File: src/rtl/noc_vc_switch_allocator_pkg.sv
// ---------------------------------------------------------------------------
// Noc_parameters
//   Shared constants and types for the NoC virtual-channel switch allocator.
//   Noc_VC_Channel   : default number of requesting virtual channels
//   Noc_Credit_Depth : default downstream buffer slots (credits) per channel
//   alloc_state_t    : allocator FSM state, also exported on the debug port
// ---------------------------------------------------------------------------
package Noc_parameters;

  localparam int Noc_VC_Channel   = 4;
  localparam int Noc_Credit_Depth = 4;

  typedef enum logic [0:0] {
    ST_IDLE   = 1'b0,
    ST_LOCKED = 1'b1
  } alloc_state_t;

endpackage

File: src/rtl/noc_vc_switch_allocator_if.sv
// ---------------------------------------------------------------------------
// Noc_control_interface
//   Per-channel control bundle between the virtual-channel requesters and the
//   switch allocator. Every signal is one bit per channel.
//   request         : channel has a flit ready to send
//   grant           : allocator permits the channel to send (registered)
//   free            : one-cycle pulse, downstream released one buffer slot
//   start_of_packet : the offered flit is the head of a packet
//   end_of_packet   : the offered flit is the tail of a packet
//   Modport controller is the allocator's view.
// ---------------------------------------------------------------------------
interface Noc_control_interface
  import Noc_parameters::*;
#(
  parameter int Channel = Noc_VC_Channel
) ();

  logic [Channel-1:0] request;
  logic [Channel-1:0] grant;
  logic [Channel-1:0] free;
  logic [Channel-1:0] start_of_packet;
  logic [Channel-1:0] end_of_packet;

  modport controller (
    input  request,
    input  free,
    input  start_of_packet,
    input  end_of_packet,
    output grant
  );

endinterface

File: src/rtl/noc_vc_switch_allocator_rr_arbiter.sv
// ---------------------------------------------------------------------------
// noc_rr_arbiter
//   Combinational rotating-priority selector. Searches req starting at index
//   ptr and wrapping; the first set bit wins.
//   req     : request vector
//   ptr     : index holding highest priority this cycle
//   gnt     : one-hot winner (zero when req is zero)
//   gnt_idx : binary index of the winner (zero when req is zero)
// ---------------------------------------------------------------------------
module noc_rr_arbiter #(
  parameter int N  = 4,
  parameter int IW = (N > 1) ? $clog2(N) : 1
) (
  input  logic [N-1:0]  req,
  input  logic [IW-1:0] ptr,
  output logic [N-1:0]  gnt,
  output logic [IW-1:0] gnt_idx
);

  always_comb begin
    gnt     = '0;
    gnt_idx = '0;
    for (int k = 0; k < N; k++) begin
      if ((gnt == '0) && req[(int'(ptr) + k) % N]) begin
        gnt[(int'(ptr) + k) % N] = 1'b1;
        gnt_idx                  = IW'((int'(ptr) + k) % N);
      end
    end
  end

endmodule

File: src/rtl/noc_vc_switch_allocator.sv
// ---------------------------------------------------------------------------
// noc_vc_switch_allocator
//   Grants the output switch to one virtual channel for a whole packet, with
//   per-channel credit tracking of the downstream buffer.
//
//   Ports
//     clk        : clock, all state on the rising edge
//     rst_n      : asynchronous active-low reset
//     ctrl       : Noc_control_interface.controller (request/grant/free/
//                  start_of_packet/end_of_packet, Channel bits each)
//     sel        : index of the channel transferring a flit this cycle
//     sel_valid  : a flit transfer occurs this cycle
//     credit_err : one-cycle pulse after a free arrived on a full counter
//     state_dbg  : current FSM state (IDLE / LOCKED)
//     pkt_count  : packets completed, 32-bit wrapping (only when the macro
//                  NOC_VC_ALLOC_STATS_EN is defined)
//
//   Handshake: a flit moves on channel i exactly in a cycle where
//   request[i] and grant[i] are both high. grant is registered and is only
//   ever raised on the lock owner while it holds a credit, so the requester
//   may drop or hold request freely; a held grant with no request simply
//   moves nothing, and a request with no grant must wait.
// ---------------------------------------------------------------------------
module noc_vc_switch_allocator
  import Noc_parameters::*;
#(
  parameter int Channel = Noc_VC_Channel,
  parameter int Depth   = Noc_Credit_Depth
) (
  input  logic                         clk,
  input  logic                         rst_n,
  Noc_control_interface.controller     ctrl,
  output logic [$clog2(Channel)-1:0]   sel,
  output logic                         sel_valid,
  output logic                         credit_err,
  output alloc_state_t                 state_dbg
`ifdef NOC_VC_ALLOC_STATS_EN
  ,
  output logic [31:0]                  pkt_count
`endif
);

  localparam int SW = $clog2(Channel);
  localparam int CW = $clog2(Depth + 1);
  localparam logic [Channel-1:0] ONE_HOT0 = Channel'(1);
  localparam logic [CW-1:0]      FULL     = CW'(Depth);

  logic [Channel-1:0]         req;
  logic [Channel-1:0]         sop;
  logic [Channel-1:0]         eop;
  logic [Channel-1:0]         free;
  logic [Channel-1:0]         xfer;
  logic [Channel-1:0]         has_credit;
  logic [Channel-1:0]         elig;
  logic [Channel-1:0]         overflow;
  logic [Channel-1:0]         arb_gnt;
  logic [Channel-1:0]         owner_gnt;
  logic [Channel-1:0]         grant_q;
  logic [Channel-1:0][CW-1:0] credit_q;
  logic [Channel-1:0][CW-1:0] credit_nxt;
  logic [SW-1:0]              owner_q;
  logic [SW-1:0]              owner_inc;
  logic [SW-1:0]              rr_q;
  logic [SW-1:0]              arb_idx;
  logic [SW-1:0]              sel_idx;
  logic                       credit_err_q;
  alloc_state_t               state_q;

  assign req        = ctrl.request;
  assign sop        = ctrl.start_of_packet;
  assign eop        = ctrl.end_of_packet;
  assign free       = ctrl.free;
  assign ctrl.grant = grant_q;

  assign xfer = req & grant_q;

  // ---- credit bookkeeping -------------------------------------------------
  // A transfer and a free in the same cycle cancel. A lone free on a full
  // counter is dropped and reported; a transfer can never hit an empty
  // counter because grant is only raised while a credit is available.
  for (genvar i = 0; i < Channel; i++) begin : g_credit
    assign has_credit[i] = (credit_q[i] != '0);
    assign overflow[i]   = free[i] & ~xfer[i] & (credit_q[i] == FULL);
    assign credit_nxt[i] = (xfer[i] & ~free[i])                ? credit_q[i] - CW'(1) :
                           (free[i] & ~xfer[i] & ~overflow[i]) ? credit_q[i] + CW'(1) :
                                                                 credit_q[i];
  end

  // ---- arbitration --------------------------------------------------------
  assign elig = req & sop & has_credit;

  noc_rr_arbiter #(
    .N  (Channel),
    .IW (SW)
  ) u_arb (
    .req     (elig),
    .ptr     (rr_q),
    .gnt     (arb_gnt),
    .gnt_idx (arb_idx)
  );

  assign owner_gnt = ONE_HOT0 << owner_q;
  assign owner_inc = (owner_q == SW'(Channel - 1)) ? '0 : owner_q + SW'(1);

  // ---- transfer report ----------------------------------------------------
  always_comb begin
    sel_idx = '0;
    for (int i = 0; i < Channel; i++) begin
      if (xfer[i]) sel_idx = SW'(i);
    end
  end

  assign sel        = sel_idx;
  assign sel_valid  = |xfer;
  assign credit_err = credit_err_q;
  assign state_dbg  = state_q;

  // ---- FSM, grant and credits ---------------------------------------------
  // Grant is computed from next-cycle credit so a stalled owner resumes the
  // cycle after a free arrives, and never sends into a full downstream.
  always_ff @(posedge clk or negedge rst_n) begin
    if (!rst_n) begin
      state_q      <= ST_IDLE;
      owner_q      <= '0;
      rr_q         <= '0;
      grant_q      <= '0;
      credit_q     <= {Channel{FULL}};
      credit_err_q <= 1'b0;
    end else begin
      credit_q     <= credit_nxt;
      credit_err_q <= |overflow;
      case (state_q)
        ST_IDLE: begin
          // No transfer can happen in IDLE (grant is low), so the winner's
          // credit is still non-zero next cycle.
          if (|elig) begin
            state_q <= ST_LOCKED;
            owner_q <= arb_idx;
            grant_q <= arb_gnt;
          end else begin
            grant_q <= '0;
          end
        end
        ST_LOCKED: begin
          if (xfer[owner_q] & eop[owner_q]) begin
            state_q <= ST_IDLE;
            grant_q <= '0;
            rr_q    <= owner_inc;
          end else begin
            grant_q <= (credit_nxt[owner_q] != '0) ? owner_gnt : '0;
          end
        end
        default: begin
          state_q <= ST_IDLE;
          grant_q <= '0;
        end
      endcase
    end
  end

`ifdef NOC_VC_ALLOC_STATS_EN
  logic [31:0] pkt_count_q;

  always_ff @(posedge clk or negedge rst_n) begin
    if (!rst_n) begin
      pkt_count_q <= '0;
    end else if (|(xfer & eop)) begin
      pkt_count_q <= pkt_count_q + 32'd1;
    end
  end

  assign pkt_count = pkt_count_q;
`endif

endmodule

File: src/flat_wrapper.sv
// flat-port wrapper written by rule: the top's interface ports become plain ports
module noc_vc_switch_allocator_flat import Noc_parameters::*;
#(
  parameter int Channel = Noc_VC_Channel,
  parameter int Depth   = Noc_Credit_Depth
)
  (clk, rst_n, sel, sel_valid, credit_err, state_dbg, ctrl_request, ctrl_free, ctrl_start_of_packet, ctrl_end_of_packet, ctrl_grant);
  Noc_control_interface #(.Channel(Channel)) ctrl_i ();
  input  logic clk;
  input  logic rst_n;
  output logic [$clog2(Channel)-1:0] sel;
  output logic sel_valid;
  output logic credit_err;
  output alloc_state_t state_dbg;
  input wire logic [$bits(ctrl_i.request)-1:0] ctrl_request;
  input wire logic [$bits(ctrl_i.free)-1:0] ctrl_free;
  input wire logic [$bits(ctrl_i.start_of_packet)-1:0] ctrl_start_of_packet;
  input wire logic [$bits(ctrl_i.end_of_packet)-1:0] ctrl_end_of_packet;
  output wire logic [$bits(ctrl_i.grant)-1:0] ctrl_grant;
  assign ctrl_i.request = ctrl_request;
  assign ctrl_i.free = ctrl_free;
  assign ctrl_i.start_of_packet = ctrl_start_of_packet;
  assign ctrl_i.end_of_packet = ctrl_end_of_packet;
  assign ctrl_grant = ctrl_i.grant;
  noc_vc_switch_allocator #(.Channel(Channel), .Depth(Depth)) u_core (.clk(clk), .rst_n(rst_n), .ctrl(ctrl_i), .sel(sel), .sel_valid(sel_valid), .credit_err(credit_err), .state_dbg(state_dbg));
endmodule
File: config.mk
export PLATFORM = sky130hd
export DESIGN_NAME = noc_vc_switch_allocator_flat
export DESIGN_NICKNAME = d
export VERILOG_FILES = /design/src/rtl/noc_vc_switch_allocator_pkg.sv /design/src/rtl/noc_vc_switch_allocator_if.sv /design/src/rtl/noc_vc_switch_allocator_rr_arbiter.sv /design/src/rtl/noc_vc_switch_allocator.sv /design/src/flat_wrapper.sv
export SDC_FILE = /design/constraint.sdc
export NUM_CORES = 1
export LEC_CHECK = 0
export ABC_AREA = 1
export ABC_CLOCK_PERIOD_IN_PS = 2600
export CAP_MARGIN = 20
export CORE_UTILIZATION = 45
export DETAILED_ROUTE_END_ITERATION = 6
export DONT_BUFFER_PORTS = 1
export HOLD_SLACK_MARGIN = 0.02
export SYNTH_ARGS = -nofsm -noshare
export SYNTH_HDL_FRONTEND = slang
export SYNTH_SLANG_ARGS = --single-unit
File: constraint.sdc
create_clock -name clk -period 2.6 [get_ports clk]
set_input_delay 0.78 -clock clk [delete_from_list [all_inputs] [get_ports clk]]
set_output_delay 0.78 -clock clk [all_outputs]
set_load 0.02 [all_outputs]
# Yosys cells after proc, flatten, opt, wreduce, memory -nomap -nowiden
# Cells that the tools add are included.
[word_totals] register_bits=22 latch_bits=0 mem_bits_rw=0 rom_bits=0 in_bits=18 word_cells=150 n_memories=0
[classes] add_sub_neg=12 multipliers=0 n_div=0 magnitude_cmp=9 n_eq_ne=5 n_shift=1 muxes=52 bitwise_logic=39 n_reduce_logical=23
[ops] cell="$mux 4" n=7
[ops] cell="$mux 3" n=9
[ops] cell="$and 1x1->1" n=17
[ops] cell="$mux 1" n=16
[ops] cell="$reduce_bool 3->1" n=5
[ops] cell="$mux 2" n=7
[ops] cell="$not 1->1" n=13
[ops] cell="$add 3x1->3 const B" n=4
[ops] cell="$and 4x4->4" n=3
[ops] cell="$bmux 1 s2" n=6
[ops] cell="$eq 3x3->1 const B" n=4
[ops] cell="$logic_not 4->1" n=3
[ops] cell="$lt 3x4->1 const B" n=3
[ops] cell="$or 4x4->4" n=3
[ops] cell="$reduce_or 4->1" n=3
[ops] cell="$sub 3x1->3 const B" n=4
[ops] cell="$ge 3x1->1 const B" n=3
[ops] cell="$demux 1 s2" n=4
[ops] cell="$pmux 4 s2" n=1
[ops] cell="$logic_and 1x1->1" n=7
[ops] cell="$bmux 3 s2" n=1
[ops] cell="$lt 2x3->1 const B" n=2
[ops] cell="$reduce_or 2->1" n=3
[ops] cell="$add 2x1->2 const B" n=2
[ops] cell="7 further kinds" n=11

# Logic depth before layout (Yosys ltp)
[depth] word_depth=17 mapped_depth=18

# Modules after synthesis
# Synthesis repeated with hierarchy kept, for this count alone.
[hier_totals] hier_cells=316 area_unflattened_um2=2162.1
[by_module_without_submodules] module="noc_vc_switch_allocator" instances=1 cells_each=218 area_each_um2=1606.5 seq_area_each_um2=555.5
[by_module_without_submodules] module="noc_rr_arbiter" instances=1 cells_each=98 area_each_um2=555.5 seq_area_each_um2=0.0

# Least setup slack after synthesis
# Ideal clock, no wire load.
[synth_timing] path_kind="input -> register" from="input ctrl_request[2]" to="register u_core.grant_q[0], in the netlist u_core.ctrl.grant[0]" setup_time_ns=0.118 t_arrival_ns=2.122 required_ns=2.482 path_slack_ns=0.361 cell_stages=16 n_path_buf=0 cell_sequence="nand2_1 inv_1 nand2_1 nand2_2 nand3_2 nand2_4 a21oi_4 nand3_1 nand2_2 nor2_2 nand3_1 nand2_2 nor2_4 nand3_1 nand3_1 nand2_1"
[synth_between] elab_chain_cells=16
[synth_lines] item="start, declared" line="flat_wrapper.sv:15" rtl="input wire logic [$bits(ctrl_i.request)-1:0] ctrl_request;"
[synth_lines] item="$and 4x4->4 (2 in series)" line="noc_vc_switch_allocator.sv:90" rtl="assign elig = req & sop & has_credit;"
[synth_lines] item="$bmux 1 s2" line="noc_vc_switch_allocator_rr_arbiter.sv:24" rtl="if ((gnt == '0) && req[(int'(ptr) + k) % N]) begin"
[synth_lines] item="$mux 1 (not written as such)" line="noc_vc_switch_allocator_rr_arbiter.sv:24"
[synth_lines] item="$mux 4" line="noc_vc_switch_allocator_rr_arbiter.sv:24"
[synth_lines] item="$logic_not 4->1" line="noc_vc_switch_allocator_rr_arbiter.sv:24"
[synth_lines] item="$logic_and 1x1->1" line="noc_vc_switch_allocator_rr_arbiter.sv:24"
[synth_lines] item="$mux 4" line="noc_vc_switch_allocator_rr_arbiter.sv:24"
[synth_lines] item="$logic_not 4->1" line="noc_vc_switch_allocator_rr_arbiter.sv:24"
[synth_lines] item="$logic_and 1x1->1" line="noc_vc_switch_allocator_rr_arbiter.sv:24"
[synth_lines] item="$mux 4" line="noc_vc_switch_allocator_rr_arbiter.sv:24"
[synth_lines] item="$logic_not 4->1" line="noc_vc_switch_allocator_rr_arbiter.sv:24"
[synth_lines] item="$logic_and 1x1->1" line="noc_vc_switch_allocator_rr_arbiter.sv:24"
[synth_lines] item="$mux 4" line="noc_vc_switch_allocator_rr_arbiter.sv:24"
[synth_lines] item="$mux 4" line="noc_vc_switch_allocator.sv:136" rtl="if (|elig) begin"
[synth_lines] item="$pmux 4 s2 (*)" line="noc_vc_switch_allocator.sv:132" rtl="case (state_q)"
[synth_lines] item="end signal, assigned" line="noc_vc_switch_allocator.sv:139" rtl="grant_q <= arb_gnt;"
[synth_lines] item="end signal, assigned" line="noc_vc_switch_allocator.sv:150" rtl="grant_q <= (credit_nxt[owner_q] != '0) ? owner_gnt : '0;"
[synth_lines] item="end, declared" line="noc_vc_switch_allocator.sv:58" rtl="logic [Channel-1:0] grant_q;"
# Every way passes the cells marked *; elsewhere a longest branch is shown, timed or not. The select of a mux whose other input is x is not followed.
# A chain may end at the register's enable or synchronous reset.

# Worst setup path in the final report
[layout_timing] from="register u_core.credit_q[9] (netlist name)" to="register u_core.grant_q[0], in the netlist u_core.ctrl.grant[0]"
[layout_between] elab_chain_cells=16
[layout_lines] item="start, declared" line="noc_vc_switch_allocator.sv:59" rtl="logic [Channel-1:0][CW-1:0] credit_q;"
[layout_lines] item="start signal, assigned" line="noc_vc_switch_allocator.sv:127" rtl="credit_q <= {Channel{FULL}};"
[layout_lines] item="start signal, assigned" line="noc_vc_switch_allocator.sv:130" rtl="credit_q <= credit_nxt;"
[layout_lines] item="$reduce_bool 3->1" line="noc_vc_switch_allocator.sv:82" rtl="assign has_credit[i] = (credit_q[i] != '0);"
[layout_lines] item="$and 4x4->4" line="noc_vc_switch_allocator.sv:90"
[layout_lines] item="$bmux 1 s2" line="noc_vc_switch_allocator_rr_arbiter.sv:24"
[layout_lines] item="$mux 1 (not written as such)" line="noc_vc_switch_allocator_rr_arbiter.sv:24"
[layout_lines] item="$mux 4" line="noc_vc_switch_allocator_rr_arbiter.sv:24"
[layout_lines] item="$logic_not 4->1" line="noc_vc_switch_allocator_rr_arbiter.sv:24"
[layout_lines] item="$logic_and 1x1->1" line="noc_vc_switch_allocator_rr_arbiter.sv:24"
[layout_lines] item="$mux 4" line="noc_vc_switch_allocator_rr_arbiter.sv:24"
[layout_lines] item="$logic_not 4->1" line="noc_vc_switch_allocator_rr_arbiter.sv:24"
[layout_lines] item="$logic_and 1x1->1" line="noc_vc_switch_allocator_rr_arbiter.sv:24"
[layout_lines] item="$mux 4" line="noc_vc_switch_allocator_rr_arbiter.sv:24"
[layout_lines] item="$logic_not 4->1" line="noc_vc_switch_allocator_rr_arbiter.sv:24"
[layout_lines] item="$logic_and 1x1->1" line="noc_vc_switch_allocator_rr_arbiter.sv:24"
[layout_lines] item="$mux 4" line="noc_vc_switch_allocator_rr_arbiter.sv:24"
[layout_lines] item="$mux 4" line="noc_vc_switch_allocator.sv:136"
[layout_lines] item="$pmux 4 s2 (*)" line="noc_vc_switch_allocator.sv:132"
# Marks and branches as above.

==> run summary <==
Status: finished, final reports clean
Net load switching power: 1.706 mW
Htree depth: 1
Post-CTS Resized: 0
PortBufs: 0
Area of the core: 4144 sq um
Cts hold-fix bufs: 0
WL final: 4498 microns
Crit share post-route: 91.71%
CTS tree: built
TritonCTS buffer count: 3
Clk buf depth: 2
First-pass GRT wire length: 7341 microns
Wire per inst: 13.43 microns
RSZ-0062 raised after global routing: no
Slew margin rel.: 66.89%
Syn Std Cell Area: 2018 sq um
Crit path cell chain: inv_1 -> ha_1 -> nand2_2 -> nand2_2 -> nand2_2 -> nand3_2 -> nand2_4 -> a21oi_4 -> nand3_2 -> nand3_1 -> inv_1 -> nand3_1 -> nand3_2 -> nor2_4 -> nand3_1 -> nand3_1 -> nand2_1
Flop pwr share: 23.4%
Worst Tran Pin Value: 492.5 ps
Clk sink count: 22
Final setup viols: 0
Syn nets: 320
Crit-path slowest cell: dfrtp_1
WP data required: 2760 ps
Sequential share of the synthesized area: 27.53%
Rows: 23
Worst Path Arrival: 2540 ps
Cell seen most often among critical-path stages: nand3_1
Final Hold Fails: 0
Setup TNS Final: 0 ps
Largest net degree at the start of global routing: 23
Clock Skews: 3.491 ps
# nets final: 328
Ant diodes: 0
Syn. warnings: 0
Combinational fraction of design power: 68.5%
Crit start category: register
Initial antenna violation count: 0
CP Class: reg -> reg
Root buf cell: clkbuf_8
Vias in the first global route: 1655
Die height: 68.97 microns
Main synth FF type: dfrtp_1
Worst hold-check path type: in -> async
Leak pwr: 1.152 nW
Crit-path max FO: 7
Final Cell Area: 2156 sq um
P per Cell Area: 1449 nW/um^2
Peak VDD IR: 0.0005787 V
Max Clk Rate: 419.4 MHz
FF+latch count, synth: 22
Antenna viol nets, final: 0
Horiz. Die Dim: 68.97 microns
Multi-input gate area: 1285 sq um
Mean Syn Cell Area: 7.260 sq um
Yosys cell types: 31
GRT overflow: 0
CP peak stage delay: 410 ps
Setup Fix Bufs, Post-CTS: 0
Via count: 1730
Fraction of layout cells with a size suffix above 1: 14.39%
Worst path bufs/invs: 2
CP top delay family: simple AND/OR/NAND/NOR gates
DRT Pass-1 Iters: 5
Post-synth EDFFs: 0
Internal power: 1.417 mW
Starting density of the core: 48.70%
Clock latency on the worst-skew pair: 270 ps
Die area: 4757 sq um
Syn-to-layout area delta: 6.820%
Share of flip-flops with an asynchronous set or reset: 100.0%
Number of DRC markers in iteration 0: 69
Slew Viols, Final: 0
Syn Inst Count: 278
Fillers: 412
Worst R2R Path Depth: 17
FF+latch area: 556.8 sq um
Final worst path period need: 2384 ps
Vias/cell: 5.164
Post-detail-place hpwl: 3669 microns
IO Pins: 27
Residual DRC: 0
CTS clk-pin slew, worst paths: 80 ps
MaxCap Viol Count: 0
Area after DPL: 2100 sq um
Critical path depth in cells: 17
GP Congestion: 0.8802
Clock share of power: 8.1%
Switching share of power: 54.63%
Total track usage: 21.21%
Worst Setup End Kind: register
-- cell families after synthesis --
logic type / after synthesis / synth area share (%)
buffers and inverters: 44 / 8.803
AND/OR/NAND/NOR: 148 / 34.90
XOR/XNOR: 8 / 3.472
multiplexers: 1 / 0.4960
flip-flops: 22 / 27.53
adder cells (fa/ha/maj): 24 / 14.88
AO/OA/AOI/OAI: 31 / 9.920
-- cells in the final DEF, fill, tap and decap left out --
cell | netlist | final
o211ai_1 | 4 | 4
o2111ai_1 | 1 | 1
a31oi_1 | 2 | 2
buf_4 | 0 | 4
o31ai_2 | 1 | 1
ha_1 | 24 | 24
dfrtp_2 | 0 | 1
inv_1 | 39 | 39
nand2_4 | 2 | 2
nand2_2 | 12 | 12
o21ai_0 | 16 | 16
inv_2 | 3 | 3
o41ai_1 | 1 | 1
nor4_1 | 2 | 2
nand2_1 | 70 | 70
a21oi_4 | 1 | 1
nor2_2 | 2 | 2
xor2_1 | 8 | 8
inv_6 | 1 | 1
dfrtp_1 | 18 | 17
o31ai_1 | 1 | 1
nor2_1 | 15 | 15
nor2_4 | 2 | 2
o221ai_1 | 1 | 1
o21ai_1 | 1 | 1
mux2i_1 | 1 | 1
clkbuf_8 | 0 | 4
nor3_1 | 1 | 1
a21oi_1 | 2 | 2
nand3_1 | 34 | 34
dfstp_2 | 4 | 4
nand4_1 | 4 | 4
nand3_2 | 4 | 4
-- per-stage QoR --
step	instances	setup slack, ps	util [%]	hold slack (ps)	total power [mW]
after floorplan	278	360.6	-	484.4	2.431
after global placement	331	134.8	50.66	484.8	2.861
after detailed placement	331	157.9	50.66	484.8	2.859
after CTS	335	246.7	51.99	190.9	3.127
after global routing	335	4.361	52.02	181.4	3.470
final	335	215.6	52.02	198.0	3.124
-- flip-flops by register name, indices dropped and copies added (netlist names) --
| signal | count |
|---|---|
| u_core.credit_err | 1 |
| u_core.credit_q | 12 |
| u_core.ctrl.grant | 4 |
| u_core.owner_q | 2 |
| u_core.rr_q | 2 |
| u_core.state_dbg | 1 |
-- synthesized netlist by cell type (all sizes together) (3+ instances only) --
| cell | n | area [sq um] |
|---|---|---|
| a21oi | 3 | 26.28 |
| dfrtp | 18 | 450.4 |
| dfstp | 4 | 105.1 |
| ha | 24 | 300.3 |
| inv | 43 | 166.4 |
| nand2 | 84 | 360.3 |
| nand3 | 38 | 210.2 |
| nand4 | 4 | 25.02 |
| nor2 | 19 | 91.33 |
| o211ai | 4 | 30.03 |
| o21ai | 17 | 85.08 |
| xor2 | 8 | 70.07 |
-- layout make-up --
cell class,count,area share (%)
well taps,50,2.902
inverters,43,7.719
clock buffers,4,2.554
flip-flops and latches,22,25.83
repair buffers,4,1.393
multi-input cells,212,59.61
-- worst reg2reg max path, delay by kind of cell, from the launching register on --
kind,cells,cell delay (ps)
AND/OR/NAND/NOR,13,1330
flip-flops,1,410
adder cells (fa/ha/maj),1,210
AO/OA/AOI/OAI,1,180
buffers and inverters,2,150
-- worst paths after layout --
kind	start	endpoint	slack [ps]
setup reg to reg	u_core.credit_q[9]	u_core.ctrl.grant[0]	220
min in group clk	u_core.credit_q[9]	u_core.credit_q[9]	530
hold / removal	rst_n	u_core.rr_q[1]	200
hold reg to reg	u_core.credit_q[9]	u_core.credit_q[9]	530
max in group asynchronous	rst_n	u_core.credit_q[8]	2230
setup / recovery	u_core.credit_q[9]	u_core.ctrl.grant[0]	220
-- metal layers --
layer | GRT usage [%] | wire [microns]
met2 | 35.32 | 1940
met3 | 3.454 | 180
met4 | 8.418 | 78
met5 | 0 | 0
met1 | 27.18 | 2299
-- power by group through the flow --
stage               clock network [mW]  registers, mW  logic (mW)
detailed placement                   0          0.738        2.12
global route                     0.274          0.753        2.44
CTS                              0.260          0.731        2.14
finish                           0.252          0.731        2.14
floorplan                            0          0.697        1.73
global placement                     0          0.734        2.13
Note: power is estimated with default switching activity, not from simulation.
==> patch 1 (same settings) <==
`Noc_VC_Channel`: 4 -> 8.
--- a/src/rtl/noc_vc_switch_allocator_pkg.sv
+++ b/src/rtl/noc_vc_switch_allocator_pkg.sv
@@ -7,7 +7,7 @@
 // ---------------------------------------------------------------------------
 package Noc_parameters;
 
-  localparam int Noc_VC_Channel   = 4;
+  localparam int Noc_VC_Channel   = 8;
   localparam int Noc_Credit_Depth = 4;
 
   typedef enum logic [0:0] {
Interface: changed (6 resized); port bits go from 27 to 48. No check against the original RTL was run, so the function may have changed too.
==> patch 1 against the original RTL <==
Highest routed layer unchanged. Worst setup slack lost 2.6 ns. First-iteration DRC count grew to 11 times the old value. Via count grew to 3.6 times the old value. Count of clock-buffer cells in the layout grew 2. Synthesized cell count grew to 2.7 times the old value. Wire length grew to 4.2 times the old value. The flow now finishes with violations (setup timing). Hold slack lost 0.036 ns. Final cell count grew to 3.3 times the old value. Area after synthesis grew 130%. Cell area grew to 3.6 times the old value. Sequential cell count grew 18.
Power is left out: the tool's default activity adds up to more than one toggle a clock period on the data nets, which glitch-free logic cannot reach.
==> patch 1: results (changes against the original RTL) <==
| Metric | Value |
|---|---|
| Status | `finished with violations` |
| Failing checks | `setup timing` |
| CTS Buf Count | `5 (+2)` |
| Dpl ws | `-2.53 ns (-2.69 ns)` |
| Global-route wire length before repair | `27.6 mm (+280%)` |
| Placed cell area | `6360 sq um (+200%)` |
| # fillers | `683 (+66%)` |
| Sequential share of the synthesized area | `0.214 (-0.0612)` |
| Post-synthesis mux area share | `0 (-0.00496)` |
| Detailed placement HPWL | `12.8 mm (+250%)` |
| Post-CTS sizing | `147 (+147)` |
| M3 GR Usage | `0.0564 (+0.0219)` |
| Slowest cell on crit path | `dfrtp_2` |
| Drt first-iter violations | `732 (+960%)` |
| Max reg flops | `24 (+12)` |
| Clock Skew | `0.00887 ns (+0.00537 ns)` |
| Total GRT Usage | `0.314 (+0.102)` |
| RR Startpoint | `u_core.rr_q[1]` |
| Worst setup margin | `-2.40 ns (-2.62 ns)` |
| Synth cell types | `45 (+45%)` |
| Setup bufs post-CTS | `42 (+42)` |
| Layout cells sized above 1 | `0.515 (+0.371)` |
| Grt met2 use | `0.542 (+0.189)` |
| Rel. slew slack | `0.616 (-0.0532)` |
| Synth Area in Compound Gates | `0.113 (+0.0134)` |
| Final setup viols | `11 (+11)` |
| Most frequent cells after synthesis | `nand2_1, inv_1, nand3_1` |
| Via count | `6261 (+260%)` |
patch 1: cell count changes after synthesis, sizes merged, moves of 12 or more:
cell	change
o21ai	+20
nand3	+67
ha	+12
a21oi	+14
inv	+85
nor2	+32
dfrtp	+14
nor3	+26
nand2	+140
patch 1: worst register-to-register path: cells and delay by family (launching register included):
family	cells	cell delay [ns]
adder cells (fa/ha/maj)	1	0.33
AO/OA/AOI/OAI	1	0.17
AND/OR/NAND/NOR	27	2.95
buffers and inverters	10	0.96
flip-flops	1	0.46
patch 1: cells by family after synthesis:
| logic type | count (synthesis) |
|---|---|
| XOR/XNOR | 16 |
| AO/OA/AOI/OAI | 87 |
| flip-flops | 40 |
| AND/OR/NAND/NOR | 425 |
| buffers and inverters | 141 |
| adder cells (fa/ha/maj) | 36 |
patch 1: worst max-delay path by stage:
stage / start / endpoint / slack (ns)
finish: u_core.rr_q[1] / u_core.ctrl.grant[4] / -2.40
floorplan: ctrl_start_of_packet[7] / u_core.owner_q[1] / -1.85
global route: u_core.rr_q[1] / u_core.ctrl.grant[4] / -2.66
CTS: u_core.rr_q[0] / u_core.owner_q[2] / -2.11
detailed placement: ctrl_start_of_packet[6] / u_core.ctrl.grant[0] / -2.53
global placement: ctrl_start_of_packet[6] / u_core.ctrl.grant[3] / -2.45
patch 1: cell type report:
cell class	count	area, sq um	share of cell area
inverter	130	515	0.0657
multi-input combinational	565	4120	0.525
timing repair buffer	239	1920	0.245
clock inverter	2	35.0	0.00447
sequential	40	1010	0.129
clock buffer	6	72.6	0.00925
tap	136	170	0.0217
patch 1: metal layers:
layer  part of all wire  vias up  wire length [microns]
li1                   -     2898                      -
met1               0.40     2979                   7490
met2               0.49      300                   9130
met3              0.077       84                   1450
met4              0.037        0                    698
met5                  0        -                      0
==> patch 2 (config.mk and constraints unchanged) <==
Without the edit above. Register the output `state_dbg` once more, without a reset; this adds one clock of latency there. The other outputs are not delayed to match.
--- a/src/rtl/noc_vc_switch_allocator.sv
+++ b/src/rtl/noc_vc_switch_allocator.sv
@@ -113,7 +113,9 @@
   assign sel        = sel_idx;
   assign sel_valid  = |xfer;
   assign credit_err = credit_err_q;
-  assign state_dbg  = state_q;
+  always_ff @(posedge clk) begin
+    state_dbg <= state_q;
+  end
 
   // ---- FSM, grant and credits ---------------------------------------------
   // Grant is computed from next-cycle credit so a stalled owner resumes the
Formal check against the unedited RTL: not equivalent (a bounded check fails within 4 cycles, from zero or initial values and one cycle with rst_n low).
==> patch 2 against the original RTL <==
Cell area rose by 6.2%. Sequential cell count is 1 higher. Area after synthesis grew 0.99%. Worst setup slack gained 0.00097 ns. Wire length grew 6.4%. Total power rose by 6.9%. Clock skew is 0.0022 ns lower. Highest routed layer unchanged.
==> patch 2: results (changes against the original RTL) <==
| Metric | Value |
|---|---|
| Pre-Repair DR Iteration Count | `4 (-1)` |
| Static Leakage | `1.20 nW (+4.3%)` |
| Layout cells sized above 1 | `0.219 (+0.0750)` |
| Syn nets | `321 (+0.31%)` |
| Post-Route WL | `4.79 mm (+6.4%)` |
| Vias in the first global route | `1744 (+5.4%)` |
| Max stage delay on crit path | `0.43 ns (+0.02 ns)` |
| Routability congestion estimate | `0.825 (-6.3%)` |
| Via count | `1850 (+6.9%)` |
| Grt met2 use | `0.332 (-0.0209)` |
| Detailed placement HPWL | `3.83 mm (+4.3%)` |
| Worst vdd ir | `600 uV (+3.6%)` |
| Drt first-iter violations | `151 (+120%)` |
| Met1 global-route usage | `0.298 (+0.0260)` |
| Ys async rst share | `0.957 (-0.0435)` |
| Synth cell types | `32 (+3.2%)` |
| Global-route wire length before repair | `8.07 mm (+9.9%)` |
| WL/cell | `13.7 microns (+2.2%)` |
| Synth top area cells | `dfrtp_1, ha_1, nand2_1` |
| Dpl ws | `0.165 ns (+0.00698 ns)` |
| Worst setup margin | `0.217 ns (+0.000973 ns)` |
| Dpl cells | `337 (+1.8%)` |
| Syn Inst Count | `279 (+0.36%)` |
| Status | `complete, no violations` |
| Clock Skew | `0.00125 ns (-0.00224 ns)` |
| Most frequent cells after synthesis | `nand2_1, inv_1, nand3_1` |
| Switching pwr | `1.80 mW (+5.4%)` |
| Sequential share of the synthesized area | `0.282 (+0.00712)` |
| Worst skew pair latency | `0.26 ns` |
-- patch 2: cells by family (layout without fill, tap and decap cells) --
kind of cell,after synthesis,in the layout,share of synthesized area
simple gates,148,148,0.346
buf+inv,44,62,0.0872
compound gates,31,31,0.0982
fa+ha+maj,24,24,0.147
flops,23,23,0.282
xor+xnor,8,8,0.0344
mux,1,1,0.00491
-- patch 2: through the flow --
step | util | hold slack (ns)
2_1_floorplan | - | 0.368
3_3_place_gp | 0.493 | 0.402
3_5_place_dp | 0.493 | 0.415
4_1_cts | 0.503 | 0.192
5_1_grt | 0.526 | 0.174
6_report | 0.526 | 0.200
-- patch 2: worst max-delay path, delay by kind of cell (launching register included) --
family | cells | cell delay [ns]
AOI/OAI and AO/OA | 1 | 0.22
and+or+nand+nor | 13 | 1.32
DFF | 1 | 0.43
adders and majority gates | 1 | 0.20
buffers and inverters | 2 | 0.13
-- patch 2: area by class of cell --
cell class | instances | area, sq um | share of cell area
Timing Repair Buffer | 15 | 113 | 0.0492
Multi-Input combinational cell | 212 | 1320 | 0.577
Sequential cell | 23 | 578 | 0.253
Clock inverter | 1 | 5.00 | 0.00219
Inverter | 43 | 166 | 0.0727
Tap cell | 52 | 65.1 | 0.0284
Clock buffer | 3 | 41.3 | 0.0180
-- patch 2: per-layer routing --
layer | share of wire | vias to the layer above | wire length [microns]
li1 | - | 941 | -
met1 | 0.48 | 865 | 2280
met2 | 0.46 | 40 | 2210
met3 | 0.055 | 4 | 262
met4 | 0.0054 | 0 | 26
met5 | 0 | - | 0
-- patch 2: worst paths after layout --
kind                                      endpoint  cells after the start          startpoint
worst min-delay path            u_core.credit_q[0]                      0               rst_n
worst max register to register   u_core.owner_q[0]                     17  u_core.credit_q[9]
min in group clk                  u_core.state_dbg                      0      u_core.state_q
worst max-delay path             u_core.owner_q[0]                     17  u_core.credit_q[9]
max in group asynchronous       u_core.credit_q[8]                      0               rst_n
worst min register to register    u_core.state_dbg                      0      u_core.state_q
-- patch 2: power by group through the flow --
stage                     sequential, mW  combinational [mW]  clock, mW
final                              0.770                2.35      0.223
after global placement             0.770                2.12          0
after floorplan                    0.722                1.73          0
after detailed placement           0.770                2.15          0
after global routing               0.793                2.67      0.253
after CTS                          0.767                2.16      0.230
-- patch 2: timing repair --
| item | 4_1_cts | 5_1_grt |
|---|---|---|
| buffers inserted | 0 | 8 |
| setup endpoints to repair | 0 | 5 |
| resized for setup | 0 | 15 |
| hold buffers | 0 | 0 |
